===== src/rtl/stage_if_pkg.sv =====
// Shared constants and state encoding for the instruction-fetch stage.
package stage_if_pkg;

  localparam int InstAddrBus = 32;
  localparam int InstBus     = 32;

  localparam logic True  = 1'b1;
  localparam logic False = 1'b0;

  localparam logic [6:0] OpcodeJal    = 7'b1101111;
  localparam logic [6:0] OpcodeBranch = 7'b1100011;
  localparam logic [6:0] OpcodeJalr   = 7'b1100111;

  typedef enum logic [1:0] {
    IfIdle,
    IfWait,
    IfDiscard,
    IfValid
  } if_state_t;

endpackage


===== src/rtl/stage_if_predecode.sv =====
// Static next-PC predictor: JAL always taken, backward branches optionally taken.
module if_predecode
  import stage_if_pkg::*;
#(
  parameter bit PREDICT_BACKWARD = 1'b1
) (
  input  logic [InstAddrBus-1:0] pc,
  input  logic [InstBus-1:0]     inst,
  output logic [InstAddrBus-1:0] npc,
  output logic                   predict
);

  logic [31:0] imm_j;
  logic [31:0] imm_b;

  assign imm_j = {{12{inst[31]}}, inst[19:12], inst[20], inst[30:21], 1'b0};
  assign imm_b = {{20{inst[31]}}, inst[7], inst[30:25], inst[11:8], 1'b0};

  // JALR targets depend on a register value, so they fall through as pc+4.
  always_comb begin
    npc     = pc + 32'd4;
    predict = False;
    case (inst[6:0])
      OpcodeJal: begin
        npc     = pc + imm_j;
        predict = True;
      end
      OpcodeBranch: begin
        if (PREDICT_BACKWARD && inst[31]) begin
          npc     = pc + imm_b;
          predict = True;
        end
      end
      OpcodeJalr: begin
        npc     = pc + 32'd4;
        predict = False;
      end
      default: begin
        npc     = pc + 32'd4;
        predict = False;
      end
    endcase
  end

endmodule


===== src/rtl/stage_if.sv =====
// IF stage: holds the PC, fetches one word per instruction over a req/ready
// handshake, predecodes it and presents it to the IF/ID register.
module stage_if
  import stage_if_pkg::*;
#(
  parameter logic [31:0] RESET_PC         = 32'h0,
  parameter bit          PREDICT_BACKWARD = 1'b1
) (
  input  logic        clk,
  input  logic        rst,
  input  logic        stall_i,
  input  logic        redirect_i,
  input  logic [31:0] redirect_pc_i,
  output logic        mem_req_o,
  output logic [31:0] mem_addr_o,
  input  logic        mem_ready_i,
  input  logic [31:0] mem_data_i,
  output logic        valid_o,
  output logic [31:0] pc_o,
  output logic [31:0] inst_o,
  output logic [31:0] npc_o,
  output logic        predict_result_o
);

  if_state_t   state;
  logic [31:0] pc;
  logic [31:0] pred_npc;
  logic        pred_taken;

  if_predecode #(
    .PREDICT_BACKWARD(PREDICT_BACKWARD)
  ) u_predecode (
    .pc     (pc),
    .inst   (mem_data_i),
    .npc    (pred_npc),
    .predict(pred_taken)
  );

  // A started memory transaction always runs to completion; a redirect that
  // arrives mid-flight parks in IfDiscard until the stale word comes back.
  always_ff @(posedge clk or posedge rst) begin
    if (rst) begin
      state            <= IfIdle;
      pc               <= RESET_PC;
      mem_req_o        <= False;
      mem_addr_o       <= '0;
      valid_o          <= False;
      pc_o             <= '0;
      inst_o           <= '0;
      npc_o            <= '0;
      predict_result_o <= False;
    end else begin
      case (state)
        IfIdle: begin
          if (redirect_i) begin
            pc <= redirect_pc_i;
          end else begin
            mem_req_o  <= True;
            mem_addr_o <= pc;
            state      <= IfWait;
          end
        end
        IfWait: begin
          if (mem_ready_i && redirect_i) begin
            mem_req_o <= False;
            pc        <= redirect_pc_i;
            state     <= IfIdle;
          end else if (mem_ready_i) begin
            mem_req_o        <= False;
            pc_o             <= pc;
            inst_o           <= mem_data_i;
            npc_o            <= pred_npc;
            predict_result_o <= pred_taken;
            valid_o          <= True;
            state            <= IfValid;
          end else if (redirect_i) begin
            pc    <= redirect_pc_i;
            state <= IfDiscard;
          end
        end
        IfDiscard: begin
          if (redirect_i) begin
            pc <= redirect_pc_i;
          end
          if (mem_ready_i) begin
            mem_req_o <= False;
            state     <= IfIdle;
          end
        end
        IfValid: begin
          if (redirect_i) begin
            valid_o <= False;
            pc      <= redirect_pc_i;
            state   <= IfIdle;
          end else if (!stall_i) begin
            valid_o    <= False;
            pc         <= npc_o;
            mem_req_o  <= True;
            mem_addr_o <= npc_o;
            state      <= IfWait;
          end
        end
        default: state <= IfIdle;
      endcase
    end
  end

endmodule


===== config.mk =====
export PLATFORM = sky130hd
export DESIGN_NAME = stage_if
export DESIGN_NICKNAME = d
export VERILOG_FILES = /design/src/rtl/stage_if_pkg.sv /design/src/rtl/stage_if_predecode.sv /design/src/rtl/stage_if.sv
export SDC_FILE = /design/constraint.sdc
export NUM_CORES = 1
export LEC_CHECK = 0
export CAP_MARGIN = 20
export CORE_MARGIN = 1.5
export CORE_UTILIZATION = 54
export CTS_CLUSTER_DIAMETER = 100
export CTS_CLUSTER_SIZE = 8
export DETAILED_ROUTE_END_ITERATION = 7
export PLACE_DENSITY = 0.82
export SYNTH_ARGS = -nofsm -noshare
export SYNTH_HDL_FRONTEND = slang
export SYNTH_SLANG_ARGS = --single-unit

===== constraint.sdc =====
create_clock -name clk -period 7.2 [get_ports clk]
set_input_delay 2.16 -clock clk [delete_from_list [all_inputs] [get_ports clk]]
set_output_delay 2.16 -clock clk [all_outputs]
set_load 0.005 [all_outputs]

==> results.yml <==
place:
  dp_hpwl_mm: 25.3
  place_inst: 1685
  port_buffers: 199
  gp_congestion: 0.937
die:
  start_util_pct: 55.1
  die_w_um: 144
  die_y_um: 144
  core-area_um2: 19500
  rows: 51
  ios: 200
  die_area_um2: 20700
pwr:
  intPower_mw: 3.33
  power.total_mw: 6.06
  p_sw_share_pct: 45.0
  p_sw_mw: 2.73
  vdd_ir_drop_max_v: 0.000218
  cellLeakagePower_nw: 5.79
  clkPwrFrac_pct: 14.9
  power_frac_seq_pct: 31.9
  powerDensity_nw_per_um2: 451
  p_comb_share_pct: 53.2
global_routing:
  grt_use_total_pct: 34.2
  antenna_found_initial: 0
  grt_pass1_vias: 9721
  grt_start_max_net_pins: 74
  grt-ovfl-total: 0
  grt_pass1_wl_mm: 54.1
drt:
  wirelength_mm: 35.2
  firstDrtPassIters: 6
  wl_per_cell_um: 20.5
  drt_iter0_drc: 976
  drtAntennaViolNets: 0
  avgViaCountPerCell: 6.18
  drc: 0
  vias: 10615
timing:
  hold_viol: 0
  min_period_ns: 5.54
  rsz0062_at_grt: "no"
  fin_tns_setup_ns: 0
  period_share_pct: 76.9
  relSlewSlack_pct: 25.6
  finalMaxSlewViolations: 0
  tightestPinTransition_ns: 1.11
  setup_viol: 0
  timing.fmax_mhz: 181
  whs_ns: 0.475
  finClkSkew_ns: 0.0189
setup_path:
  r2r-start: "pc[6]"
  critPathSlowestCell: "clkdlybuf4s50_1"
  worstPathMaxFanout: 25
  slowest_delay_ns: 1.20
  cp-start-kind: "input pin"
  required_ns: 7.56
  path_cells: "clkdlybuf4s50_1 -> ha_1 -> a21oi_1 -> a21oi_1 -> a2111oi_2 -> o21ai_0 -> o21ai_2 -> nor4b_1 -> o21ai_0 -> a31oi_1"
  crit_arrival_ns: 5.90
  cp-end-kind: "flip-flop"
  critPathKind: "input pin to flip-flop"
  startpoint: "mem_data_i[31]"
clock_network:
  clock_sinks: 164
  cts_setup_buffers: 0
  clockBufferDepth: 2
  root_buffer: "clkbuf_16"
  clkLatencyLatePin_ns: 0.45
  cts.reportedPaths.clkPinSlew_ns: 0.07
  ctsResizeCount: 0
  cts_tree: "yes"
  cts_htree_levels: 4
  hold_buffers: 0
  cts_made_buffers: 17
hold_path:
  hold_path_class: "flip-flop to flip-flop"
  worstHoldStart: "inst_o[25]"
finish:
  layout_commonest_cell: "nand2_1"
  antenna_cells: 0
  final_cell_mix: "296 x nand2_1, 199 x clkdlybuf4s50_1, 164 x dfrtp_1, 92 x o21ai_0, 91 x a21oi_1"
  seq_area_um2: 4100
  fillers: 1579
  instances_no_fill: 1717
  area_delta_synth_final_pct: 25.3
  final_util_pct: 69.1
  nets: 1558
  multi_input_area_um2: 6250
  layout-drive-gt1-share_pct: 5.30
outcome:
  status: "complete, no violations"
synth:
  synth_cell_types: 83
  netlist_instances: 1286
  ys_seq_area_share_pct: 38.3
  ys.warnings.count: 0
  synth_edf_count: 0
  syn_area_um2: 10700
  synth_area_per_cell_um2: 8.34
  syn-num-nets: 1405
  synth-async-reset-ratio_pct: 100
  synth_top_flop_cell: "dfrtp_1"
  ys_ff_latch: 164
job:
  maxCapViolations: 0
==> state kept, by name, summed over array words and instances, names as in the netlist <==
name	flops
mem_addr_o	32
state	2
valid_o	1
npc_o	31
predict_result_o	1
inst_o	32
mem_req_o	1
pc	32
pc_o	32
==> power groups by stage <==
stage	combinational, mW	sequential, mW	clock, mW
floorplan	1.92	1.71	0
CTS	3.18	1.91	0.908
finish	3.23	1.93	0.902
global route	3.52	1.98	0.943
global placement	3.11	1.90	0
detailed placement	3.16	1.92	0
==> through the flow <==
stage          worst slack (ns)  area, um2
2_1_floorplan             0.607      10700
3_3_place_gp               1.35      12900
3_5_place_dp               1.31      12900
4_1_cts                    1.74      13400
5_1_grt                    1.47      13400
6_report                   1.66      13400
==> worst max-delay path: cells and delay by family <==
family                   cells  cell delay, ns
AO/OA/AOI/OAI                7            1.77
adder cells (fa/ha/maj)      1            0.44
buffers and inverters        1            1.20
AND/OR/NAND/NOR              1            0.30
==> cell type report <==
type | instances | share of cell area (%)
Tap cell | 265 | 2.47
Inverter | 18 | 0.540
Clock buffer | 18 | 3.19
Sequential cell | 164 | 30.5
Timing Repair Buffer | 215 | 15.7
Clock inverter | 14 | 1.04
Multi-Input combinational cell | 1023 | 46.5
==> layer usage <==
| layer | routed length, um | part of all wire, % | vias to the layer above | global-route usage [%] |
|---|---|---|---|---|
| met5 | 0 | 0 | - | 0 |
| met4 | 779 | 2.2 | 0 | 10.1 |
| met3 | 3510 | 10 | 69 | 7.46 |
| met2 | 15200 | 43 | 563 | 50.5 |
| met1 | 15700 | 45 | 5107 | 50.0 |
| li1 | - | - | 4876 | - |
==> synth_stat cells, types with 9 or more instances <==
cell,n,area (um2)
a211oi_1,12,90.1
xor2_1,25,219
and2_1,9,56.3
a31oi_1,17,106
a21oi_1,91,455
nand2_1,297,1110
and3_1,13,81.3
xnor2_1,37,324
dfrtp_1,164,4100
o21ai_0,92,460
o22ai_1,13,81.3
nor3_1,12,60.1
inv_1,17,63.8
a21o_1,16,120
a22oi_1,31,233
nand3_1,27,135
nand4_1,13,81.3
o21a_1,10,75.1
nor2_1,89,334
ha_1,48,601
clkbuf_1,61,229
mux2i_1,44,440
==> cell families (layout without fill, tap and decap cells) <==
logic type	count (synthesis)	after routing	synth area share [%]
muxes	45	45	4.21
buffers and inverters	99	265	3.76
and+or+nand+nor	509	509	21.0
adders and majority gates	50	50	5.97
AOI/OAI and AO/OA	357	357	21.7
DFF	164	164	38.3
xor gates and xnor gates	62	62	5.06
==> final timing paths <==
check / to / slack (ns) / cells after the start
max in group asynchronous: mem_addr_o[20] / 3.91 / 3
setup reg to reg: npc_o[21] / 3.81 / 9
setup / recovery: npc_o[30] / 1.66 / 10
hold reg to reg: inst_o[25] / 0.47 / 2
min in group asynchronous: mem_addr_o[5] / 2.19 / 2
hold / removal: inst_o[25] / 0.47 / 2
(Power assumes the default switching activity.)
